==> src/rtl/dc_offset_cal.sv <==
// DC-offset calibration controller for the 6-bit sign-magnitude offset DAC.
// Sign decision plus 5-bit SAR search, then optional one-step tracking.
module dc_offset_cal #(
  parameter int ADC_WIDTH     = 8,
  parameter int AVG_LOG2      = 4,
  parameter int SETTLE_CYCLES = 16,
  parameter int DEADBAND      = 1
) (
  input  logic                 clock,
  input  logic                 reset,
  input  logic                 start,
  input  logic                 track_en,
  input  logic                 adc_valid,
  input  logic [ADC_WIDTH-1:0] adc_data,
  input  logic [ADC_WIDTH-1:0] target,
  output logic [5:0]           current_dac,
  output logic                 dac_update,
  output logic                 busy,
  output logic                 done
);

  localparam int SW = ADC_WIDTH + AVG_LOG2;
  localparam int NS = 1 << AVG_LOG2;
  localparam int CW = $clog2(SETTLE_CYCLES + 1);
  localparam int NW = AVG_LOG2 + 1;

  localparam logic [SW:0] DBS  = (SW+1)'(DEADBAND << AVG_LOG2);
  localparam logic [SW:0] MAXS = {1'b0, {SW{1'b1}}};

  typedef enum logic [2:0] {
    S_IDLE,
    S_SETTLE,
    S_ACCUM,
    S_DECIDE,
    S_DONE,
    S_TRACK
  } state_t;

  state_t                 r_state, w_state_d;
  logic [ADC_WIDTH-1:0]   r_tgt, w_tgt_d;
  logic [5:0]             r_dac, w_dac_d;
  logic                   r_upd, w_upd_d;
  logic                   r_busy, w_busy_d;
  logic                   r_done, w_done_d;
  logic [CW-1:0]          r_cnt, w_cnt_d;
  logic [NW-1:0]          r_nsmp, w_nsmp_d;
  logic [SW-1:0]          r_acc, w_acc_d;
  logic                   r_signph, w_signph_d;
  logic                   r_sign, w_sign_d;
  logic [2:0]             r_bit, w_bit_d;
  logic                   r_trk, w_trk_d;

  logic [SW-1:0]          w_tgt_sum;
  logic [SW:0]            w_tgt_x;
  logic [SW:0]            w_acc_x;
  logic [SW:0]            w_lo;
  logic [SW:0]            w_hi;
  logic                   w_gt;
  logic                   w_lt;
  logic                   w_below;
  logic                   w_above;
  logic                   w_over;
  logic [4:0]             w_mask;
  logic [4:0]             w_nxtmask;
  logic [4:0]             w_kept;
  logic [5:0]             w_final;
  logic signed [6:0]      w_v;
  logic signed [6:0]      w_vt;
  logic [4:0]             w_vabs;
  logic [5:0]             w_tcode;
  logic                   w_start_ok;

  // Comparison of the accumulated sum against target and deadband limits
  always_comb begin
    w_tgt_sum = {r_tgt, {AVG_LOG2{1'b0}}};
    w_tgt_x   = {1'b0, w_tgt_sum};
    w_acc_x   = {1'b0, r_acc};
    w_lo      = (w_tgt_x >= DBS) ? (w_tgt_x - DBS) : '0;
    w_hi      = ((MAXS - w_tgt_x) >= DBS) ? (w_tgt_x + DBS) : MAXS;
    w_gt      = r_acc > w_tgt_sum;
    w_lt      = r_acc < w_tgt_sum;
    w_below   = w_acc_x < w_lo;
    w_above   = w_acc_x > w_hi;
  end

  // SAR bit resolution and final-code normalisation
  always_comb begin
    w_over    = r_sign ? w_lt : w_gt;
    w_mask    = 5'b00001 << r_bit;
    w_nxtmask = 5'b00001 << (r_bit - 3'd1);
    w_kept    = w_over ? (r_dac[4:0] & ~w_mask) : r_dac[4:0];
    w_final   = (w_kept == 5'd0) ? 6'd0 : {r_sign, w_kept};
  end

  // Tracking step on the signed code with saturation at +/-31
  always_comb begin
    w_v = {2'b00, r_dac[4:0]};
    if (r_dac[5]) begin
      w_v = -w_v;
    end
    w_vt = w_v;
    if (w_below && (w_v != 7'sd31)) begin
      w_vt = w_v + 7'sd1;
    end else if (w_above && (w_v != -7'sd31)) begin
      w_vt = w_v - 7'sd1;
    end
    w_vabs  = w_vt[6] ? 5'(-w_vt) : 5'(w_vt);
    w_tcode = (w_vt == 7'sd0) ? 6'd0 : {w_vt[6], w_vabs};
  end

  // Next-state and datapath update
  always_comb begin
    w_state_d  = r_state;
    w_tgt_d    = r_tgt;
    w_dac_d    = r_dac;
    w_upd_d    = 1'b0;
    w_busy_d   = r_busy;
    w_done_d   = r_done;
    w_cnt_d    = r_cnt;
    w_nsmp_d   = r_nsmp;
    w_acc_d    = r_acc;
    w_signph_d = r_signph;
    w_sign_d   = r_sign;
    w_bit_d    = r_bit;
    w_trk_d    = r_trk;
    w_start_ok = start && !r_busy;

    if (w_start_ok) begin
      w_tgt_d    = target;
      w_dac_d    = 6'd0;
      w_upd_d    = 1'b1;
      w_busy_d   = 1'b1;
      w_done_d   = 1'b0;
      w_signph_d = 1'b1;
      w_sign_d   = 1'b0;
      w_bit_d    = 3'd4;
      w_trk_d    = 1'b0;
      w_cnt_d    = '0;
      w_state_d  = S_SETTLE;
    end else begin
      case (r_state)
        S_IDLE: begin
          w_state_d = S_IDLE;
        end
        S_DONE: begin
          if (track_en) begin
            w_state_d = S_TRACK;
          end
        end
        S_TRACK: begin
          if (!track_en) begin
            w_state_d = S_DONE;
          end else begin
            w_trk_d   = 1'b1;
            w_cnt_d   = '0;
            w_state_d = S_SETTLE;
          end
        end
        S_SETTLE: begin
          if (r_cnt == CW'(SETTLE_CYCLES - 1)) begin
            w_acc_d   = '0;
            w_nsmp_d  = '0;
            w_state_d = S_ACCUM;
          end else begin
            w_cnt_d = r_cnt + 1'b1;
          end
        end
        S_ACCUM: begin
          if (adc_valid) begin
            w_acc_d  = r_acc + SW'(adc_data);
            w_nsmp_d = r_nsmp + 1'b1;
            if (r_nsmp == NW'(NS - 1)) begin
              w_state_d = S_DECIDE;
            end
          end
        end
        S_DECIDE: begin
          w_cnt_d   = '0;
          w_state_d = S_SETTLE;
          if (r_trk) begin
            if (!track_en) begin
              w_state_d = S_DONE;
            end else if (w_tcode != r_dac) begin
              w_dac_d = w_tcode;
              w_upd_d = 1'b1;
            end
          end else if (r_signph) begin
            w_signph_d = 1'b0;
            w_sign_d   = w_gt;
            w_bit_d    = 3'd4;
            w_dac_d    = {w_gt, 5'b10000};
            w_upd_d    = 1'b1;
          end else if (r_bit == 3'd0) begin
            w_dac_d   = w_final;
            w_upd_d   = (w_final != r_dac);
            w_busy_d  = 1'b0;
            w_done_d  = 1'b1;
            w_state_d = track_en ? S_TRACK : S_DONE;
          end else begin
            w_bit_d = r_bit - 3'd1;
            w_dac_d = {r_sign, w_kept | w_nxtmask};
            w_upd_d = 1'b1;
          end
        end
        default: begin
          w_state_d = S_IDLE;
        end
      endcase
    end
  end

  // State register
  always_ff @(posedge clock) begin
    if (reset) begin
      r_state <= S_IDLE;
    end else begin
      r_state <= w_state_d;
    end
  end

  // Datapath and output registers
  always_ff @(posedge clock) begin
    if (reset) begin
      r_tgt    <= '0;
      r_dac    <= '0;
      r_upd    <= 1'b0;
      r_busy   <= 1'b0;
      r_done   <= 1'b0;
      r_cnt    <= '0;
      r_nsmp   <= '0;
      r_acc    <= '0;
      r_signph <= 1'b0;
      r_sign   <= 1'b0;
      r_bit    <= '0;
      r_trk    <= 1'b0;
    end else begin
      r_tgt    <= w_tgt_d;
      r_dac    <= w_dac_d;
      r_upd    <= w_upd_d;
      r_busy   <= w_busy_d;
      r_done   <= w_done_d;
      r_cnt    <= w_cnt_d;
      r_nsmp   <= w_nsmp_d;
      r_acc    <= w_acc_d;
      r_signph <= w_signph_d;
      r_sign   <= w_sign_d;
      r_bit    <= w_bit_d;
      r_trk    <= w_trk_d;
    end
  end

  assign current_dac = r_dac;
  assign dac_update  = r_upd;
  assign busy        = r_busy;
  assign done        = r_done;

endmodule
==> config.mk <==
export PLATFORM = sky130hd
export DESIGN_NAME = dc_offset_cal
export DESIGN_NICKNAME = d
export VERILOG_FILES = /design/src/rtl/dc_offset_cal.sv
export SDC_FILE = /design/constraint.sdc
export NUM_CORES = 1
export LEC_CHECK = 0
export ABC_CLOCK_PERIOD_IN_PS = 10600
export CAP_MARGIN = 25
export CELL_PAD_IN_SITES_DETAIL_PLACEMENT = 1
export CELL_PAD_IN_SITES_GLOBAL_PLACEMENT = 2
export CORE_MARGIN = 2
export CORE_UTILIZATION = 39
export CTS_CLUSTER_DIAMETER = 150
export DETAILED_ROUTE_END_ITERATION = 7
export HOLD_SLACK_MARGIN = 0.03
export PLACE_DENSITY_LB_ADDON = 0.2
export SYNTH_ARGS = -nofsm -noshare
export SYNTH_HDL_FRONTEND = slang
export SYNTH_SLANG_ARGS = --single-unit
==> constraint.sdc <==
create_clock -name clock -period 10.6 [get_ports clock]
set_input_delay 2.12 -clock clock [delete_from_list [all_inputs] [get_ports clock]]
set_output_delay 2.12 -clock clock [all_outputs]
set_load 0.05 [all_outputs]
==> metrics.cfg, run 1 <==
[status]
outcome = completed

[synth]
synth-main-ff-cell = dfxtp_1
ys_types = 80
synth_nets = 643
syn_area_per_cell_sq_um = 7.92
async_reset_ff_share_pct = 0
ys_top_cells_by_area = dfxtp_1, ha_1, a21oi_1, nand2_1, xnor2_1
ys_seq_area_share_pct = 21.3
netlist_area_sq_um = 4500
yosysWarnings = 0
synth_seq_cells = 48
synth_edf_count = 0
syn-instance-count = 569
synth_top_area_share_pct = 21.3
synth_top_area_cell = dfxtp_1

[finish]
diodes = 0
drive_above_1_share_pct = 7.02
nets = 657
syn_to_final_growth_pct = 12.0
final_cells = 727
fin_area_sq_um = 5040
fillers = 1392

[worst_setup_path]
end_kind = flip-flop
worstPathArrival_ns = 5.83
path_class = flip-flop to flip-flop
worstSetupStartpointType = flip-flop
worstPathMaxFanout = 9
cp.required_ns = 10.82

[sta]
setup_ws_ns = 4.99
max_clock_freq_mhz = 178
fin_crit_ns = 5.61
finalCritPeriodShare_pct = 52.9
tightest_slew_ns = 0.791
setup_viol = 0
setup-tns-final_ns = 0
rsz0062_at_grt = no
clock_skew_ns = 0.00560
finalHoldViolCount = 0
timing.slew.headroom_pct = 47.3
maxSlewViolCount = 0

[die]
rows = 39
die_h_um = 111
ioPinCount = 30
dieWidth_um = 111
coreArea_sq_um = 11300
dieArea_sq_um = 12400
start_util_pct = 39.8

[placement]
place_area_sq_um = 4870
dp_hpwl_um = 10500
portBuffers = 29
place_inst = 719
post-place-ws_ns = 5.03
place.gp.congestion = 0.886

[cts]
clk_pin_slew_ns = 0.07
cts_resized = 0
clock_path_buffers = 2
htreeDepth = 2
cts_tree = done
insertion_delay_ns = 0.29
cts_root_buffer = clkbuf_16
cts_setup_buffers = 0
ctsHoldBuffers = 0
cts_buffers = 5
cts_sinks = 48

[power_and_ir_drop]
p_leak_nw = 1.98
clkPwrFrac_pct = 39.3
p_int_uw = 334
powerDensity_nw_per_um2 = 92.9
p_switching_uw = 135
p_comb_share_pct = 19.8
vdd_drop_max_mv = 0.0624
seqPwrFrac_pct = 40.9
p_sw_share_pct = 28.7

[routing]
wire_per_inst_um = 17.9
drtAntennaViolNets = 0
drt_iter0_drc = 228
via_per_inst = 5.70
drtPass1Iterations = 4
wl_um = 13000
vias = 4143
drcViolationCount = 0

[min_path]
hp-class = flip-flop to flip-flop

[global_route]
antenna_found_initial = 0
grt_pass1_wl_um = 22100
grt_pass1_vias = 4341
grt_usage_pct = 21.7
grt_max_degree = 23
overflow = 0

[flow_run]
max_cap_viol_count = 0

[cell type report]
type / count / area [sq um] / area share (%)
clock buffers: 5 / 125 / 2.48
multi-input cells: 467 / 3310 / 65.7
repair buffers: 31 / 305 / 6.05
clock inverters: 3 / 46.3 / 0.918
well taps: 143 / 179 / 3.55
flip-flops and latches: 48 / 961 / 19.1
inverters: 30 / 113 / 2.23
[path summary, 6_finish.rpt]
| kind | end | startpoint | cells past startpoint | slack (ns) |
|---|---|---|---|---|
| setup / recovery | current_dac[5]$_SDFFE_PP0P_ | r_tgt[2]$_SDFFE_PP0P_ | 18 | 4.99 |
| hold / removal | done$_SDFFE_PP0P_ | done$_SDFFE_PP0P_ | 2 | 0.45 |
| setup reg to reg | current_dac[5]$_SDFFE_PP0P_ | r_tgt[2]$_SDFFE_PP0P_ | 18 | 4.99 |
| hold reg to reg | done$_SDFFE_PP0P_ | done$_SDFFE_PP0P_ | 2 | 0.45 |
[stage by stage]
step           utilization, %  total power, mW  hold slack [ns]
2_1_floorplan               -            0.260            0.449
3_3_place_gp             43.0            0.286            0.436
3_5_place_dp             43.0            0.289            0.446
4_1_cts                  44.6            0.475            0.457
5_1_grt                  44.6            0.495            0.476
6_report                 44.6            0.469            0.451
[cell families after synthesis]
family	count (synthesis)	share of synthesized area, %
xor+xnor	38	7.86
simple gates	211	23.8
buf+inv	54	5.08
mux	8	1.81
flops	48	21.3
compound gates	157	25.3
fa+ha+maj	53	14.9
[cells in the mapped netlist, types with 4 or more instances]
| cell | instances |
|---|---|
| nand2b_1 | 17 |
| or2_2 | 4 |
| and3_1 | 5 |
| nor4_1 | 5 |
| xnor2_1 | 23 |
| a211oi_1 | 5 |
| a21o_1 | 6 |
| nand4_1 | 9 |
| mux2i_1 | 7 |
| o21ai_0 | 24 |
| nor2_1 | 52 |
| dfxtp_1 | 48 |
| nor2b_1 | 18 |
| xor2_1 | 13 |
| nand3_1 | 12 |
| inv_1 | 29 |
| a31oi_1 | 10 |
| buf_2 | 6 |
| a22oi_1 | 6 |
| nand2_1 | 57 |
| nor3_1 | 10 |
| ha_1 | 52 |
| a21oi_1 | 51 |
| o21a_1 | 4 |
| clkbuf_1 | 13 |
[worst max-delay path: stages (launching register included)]
cell	delay, ns
dfxtp_1	0.54
inv_1	0.16
nor4_1	0.57
and2_1	0.34
nor2_1	0.10
ha_1	0.33
nand4_1	0.14
nor4_1	0.53
a211oi_2	0.09
o21a_2	0.20
or3_1	0.32
o211ai_1	0.12
ha_1	0.25
o311ai_1	0.10
or4_1	0.52
mux2i_1	0.17
a2111oi_2	0.62
a21o_4	0.26
mux2i_1	0.18
[state kept, by name, summed over array words and instances (netlist names)]
signal       count
r_tgt            8
busy             1
r_sign           1
r_trk            1
r_nsmp           5
r_acc           12
dac_update       1
current_dac      6
done             1
r_cnt            5
r_signph         1
r_state          3
r_bit            3
[layer usage]
layer,vias up,part of all wire (%),GRT usage (%),wire length [um]
met4,0,1.0,5.35,136
met2,48,47,36.6,6100
li1,2084,-,-,-
met3,13,2.1,2.12,279
met5,-,0,0,0
met1,1998,50,29.9,6470
[power groups by stage]
stage / Clock [mW] / Sequential, mW / Combinational [mW]
after floorplan: 0 / 0.193 / 0.0673
after global placement: 0 / 0.196 / 0.0901
after detailed placement: 0 / 0.196 / 0.0929
after CTS: 0.189 / 0.192 / 0.0934
after global routing: 0.198 / 0.193 / 0.104
final: 0.184 / 0.192 / 0.0926
[cells in the final DEF, fill, tap and decap left out, types with 5 or more instances in the layout]
cell type,n
nand2b_1,17
nor3_1,10
ha_1,52
a211oi_1,5
xor2_1,13
a21o_1,6
nand2_1,57
and3_1,5
dfxtp_1,48
a31oi_1,10
a22oi_1,6
inv_1,29
nor4_1,5
nor2b_1,18
mux2i_1,7
nand3_1,12
xnor2_1,23
nor2_1,52
o21ai_0,24
nand4_1,9
clkbuf_16,5
a21oi_1,51
clkdlybuf4s50_1,29
Power figures use the tool's default switching activity.
==> run 2, diff against run 1 <==
--- a/config.mk
+++ b/config.mk
@@ -5,12 +5,12 @@
 export SDC_FILE = /design/constraint.sdc
 export NUM_CORES = 1
 export LEC_CHECK = 0
-export ABC_CLOCK_PERIOD_IN_PS = 10600
+export ABC_CLOCK_PERIOD_IN_PS = 4550
 export CAP_MARGIN = 25
 export CELL_PAD_IN_SITES_DETAIL_PLACEMENT = 1
 export CELL_PAD_IN_SITES_GLOBAL_PLACEMENT = 2
 export CORE_MARGIN = 2
-export CORE_UTILIZATION = 39
+export CORE_UTILIZATION = 33
 export CTS_CLUSTER_DIAMETER = 150
 export DETAILED_ROUTE_END_ITERATION = 7
 export HOLD_SLACK_MARGIN = 0.03
==> constraint.sdc (replaced) <==
create_clock -name clock -period 4.55 [get_ports clock]
set_input_delay 0.91 -clock clock [delete_from_list [all_inputs] [get_ports clock]]
set_output_delay 0.91 -clock clock [all_outputs]
set_load 0.05 [all_outputs]
==> run 2 against run 1 <==
Sequential share of layout area decreased by 1.5 points. Cell area increased by 8.9%. Wire length increased by 8.7%. Flip-flop and latch count unchanged. Power increased to 2.5 times the previous value. Worst setup slack got worse by 4.8 ns. Worst hold slack got worse by 0.0064 ns. Global-route usage decreased by 2.0 points. Critical path depth increased by 1. Clock skew increased by 0.0016 ns. Die area increased by 17%. Highest routed layer unchanged.
==> metrics.cfg, run 2 (synthesis gave the netlist of run 1 again) <==
[placement]
place_inst = 781  ; was 719
place.gp.congestion = 0.834  ; was 0.886
portBuffers = 29  ; unchanged
dp_hpwl_um = 11100  ; was 10500 um
place_area_sq_um = 5180  ; was 4870 sq um

[sta]
maxSlewViolCount = 0  ; unchanged
rsz0062_at_grt = yes  ; was no
tightest_slew_ns = 0.816  ; was 0.791 ns
finalCritPeriodShare_pct = 95.6  ; was 52.9%
max_clock_freq_mhz = 230  ; was 178 MHz
finalHoldViolCount = 0  ; unchanged
fin_crit_ns = 4.35  ; was 5.61 ns
timing.slew.headroom_pct = 45.6  ; was 47.3%
holdWs_ns = 0.445  ; was 0.451 ns
setup_viol = 0  ; unchanged
clock_skew_ns = 0.00724  ; was 0.00560 ns

[routing]
vias = 4303  ; was 4143
drt_iter0_drc = 196  ; was 228
drcViolationCount = 0  ; unchanged
drtAntennaViolNets = 0  ; unchanged
via_per_inst = 5.44  ; was 5.70
wl_um = 14100  ; was 13000 um
drtPass1Iterations = 4  ; unchanged
wire_per_inst_um = 17.8  ; was 17.9 um

[global_route]
overflow = 0  ; unchanged
grt_usage_pct = 19.7  ; was 21.7%
grt_max_degree = 28  ; was 23
antenna_found_initial = 0  ; unchanged
grt_pass1_wl_um = 22700  ; was 22100 um
grt_pass1_vias = 4300  ; was 4341

[min_path]
holdCritStartpoint = done$_SDFFE_PP0P_  ; unchanged
hold-path-endpoint = done$_SDFFE_PP0P_  ; unchanged
hp-class = flip-flop to flip-flop  ; unchanged
holdPathStages = 2  ; unchanged

[die]
ioPinCount = 30  ; unchanged
rows = 42  ; was 39
coreArea_sq_um = 13300  ; was 11300 sq um
start_util_pct = 33.9  ; was 39.8%
dieArea_sq_um = 14600  ; was 12400 sq um
dieWidth_um = 121  ; was 111 um
die_h_um = 121  ; was 111 um

[flow_run]
max_cap_viol_count = 0  ; unchanged

[worst_setup_path]
cp.required_ns = 4.76  ; was 10.82 ns
end_kind = flip-flop  ; unchanged
path_class = flip-flop to flip-flop  ; unchanged
worstPathArrival_ns = 4.56  ; was 5.83 ns
worstSetupStartpointType = flip-flop  ; unchanged
r2r-start = r_tgt[2]$_SDFFE_PP0P_  ; unchanged
r2r_cells = 19  ; was 18
r2r_end = dac_update$_SDFF_PP0_  ; was current_dac[5]$_SDFFE_PP0P_
reg2reg_slack_ns = 0.20  ; was 4.99 ns
worstPathMaxFanout = 8  ; was 9

[finish]
diodes = 0  ; unchanged
nets = 689  ; was 657
final_common_cell = nand2_1  ; unchanged
top_register = r_acc  ; unchanged
final_cells = 791  ; was 727
drive_above_1_share_pct = 15.4  ; was 7.02%
syn_to_final_growth_pct = 21.9  ; was 12.0%
largest_register_ffs = 12  ; unchanged
fin_area_sq_um = 5490  ; was 5040 sq um
layout_common_cells = nand2_1, nor2_1, a21oi_1, ha_1, dfxtp_1  ; was nand2_1, nor2_1, ha_1, a21oi_1, dfxtp_1
fillers = 1609  ; was 1392

[power_and_ir_drop]
p_leak_nw = 2.20  ; was 1.98 nW
p_comb_share_pct = 22.4  ; was 19.8%
powerDensity_nw_per_um2 = 217  ; was 92.9 nW/um^2
clkPwrFrac_pct = 40.6  ; was 39.3%
p_int_uw = 858  ; was 334 uW
seqPwrFrac_pct = 37.0  ; was 40.9%
p_switching_uw = 335  ; was 135 uW
p_sw_share_pct = 28.1  ; was 28.7%
vdd_drop_max_mv = 0.137  ; was 0.0624 mV

[cts]
cts_root_buffer = clkbuf_16  ; unchanged
cts_buffers = 5  ; unchanged
clk_pin_slew_ns = 0.07  ; about the same
clock_path_buffers = 2  ; unchanged
cts_tree = done  ; unchanged
htreeDepth = 2  ; unchanged
insertion_delay_ns = 0.30  ; was 0.29 ns
cts_sinks = 48  ; unchanged

[status]
outcome = completed  ; unchanged

[run 2: timing repair]
item | CTS | global route
setup buffers | 0 | 3
gates resized for setup | 1 | 25
hold buffers | 0 | 0
pin swaps | 2 | 10
endpoints found under the hold margin | 0 | 0
setup endpoints to repair | 6 | 7
[run 2: how the worst max path moves through the flow]
stage / startpoint / slack (ns) / cells after the start / endpoint
finish: r_tgt[2]$_SDFFE_PP0P_ / 0.20 / 19 / dac_update$_SDFF_PP0_
floorplan: r_tgt[3]$_SDFFE_PP0P_ / 0.006 / 20 / current_dac[2]$_SDFFE_PP0P_
global route: r_tgt[2]$_SDFFE_PP0P_ / -0.03 / 20 / current_dac[2]$_SDFFE_PP0P_
global placement: r_tgt[1]$_SDFFE_PP0P_ / 0.14 / 20 / current_dac[5]$_SDFFE_PP0P_
detailed placement: r_tgt[0]$_SDFFE_PP0P_ / 0.02 / 19 / current_dac[5]$_SDFFE_PP0P_
CTS: r_tgt[0]$_SDFFE_PP0P_ / 0.02 / 20 / current_dac[5]$_SDFFE_PP0P_
[run 2: routing by layer]
metal  global-route usage (%)  share of wire [%]  vias up
li1                         -                  -     2141
met1                     28.4                 50     2089
met2                     31.3                 46       63
met3                     2.55                3.6       10
met4                     3.85               0.94        0
met5                        0                  0        -
[run 2: per-stage QoR]
stage,power (mW),util [%],worst slack (ns),setup TNS (ns)
after floorplan,0.611,-,0.00643,0
after global routing,1.25,41.3,-0.0339,-0.0576
after detailed placement,0.701,39.0,0.0199,0
after global placement,0.696,39.0,0.143,0
after CTS,1.19,40.4,0.0160,0
final,1.19,41.3,0.201,0
[run 2: worst max-delay path, stage by stage (launching register included)]
cell	delay (ns)
dfxtp_2	0.33
buf_6	0.14
nor3_4	0.18
and2_4	0.17
nand2_1	0.07
xnor2_1	0.14
nand2_1	0.11
ha_4	0.23
a21o_1	0.16
a211oi_2	0.33
o211a_4	0.28
o21ai_4	0.10
o211ai_1	0.26
ha_2	0.24
o311ai_1	0.09
or4_4	0.46
and3_4	0.20
o221a_4	0.24
a21o_4	0.25
a221oi_2	0.25
[run 2: power groups by stage]
stage               logic (mW)  clock network (mW)  registers [mW]
floorplan                0.161                   0           0.449
global placement         0.247                   0           0.449
detailed placement       0.251                   0           0.450
CTS                      0.252               0.497           0.440
global route             0.295               0.517           0.442
finish                   0.268               0.484           0.441
[run 2: layout make-up]
class                      count  area, sq um  area share [%]
clock buffer                   5          125            2.28
sequential                    48          966            17.6
inverter                      30          113            2.05
timing repair buffer          63          549            10.0
tap                          176          220            4.01
multi-input combinational    467         3460            63.0
clock inverter                 2         60.1            1.09
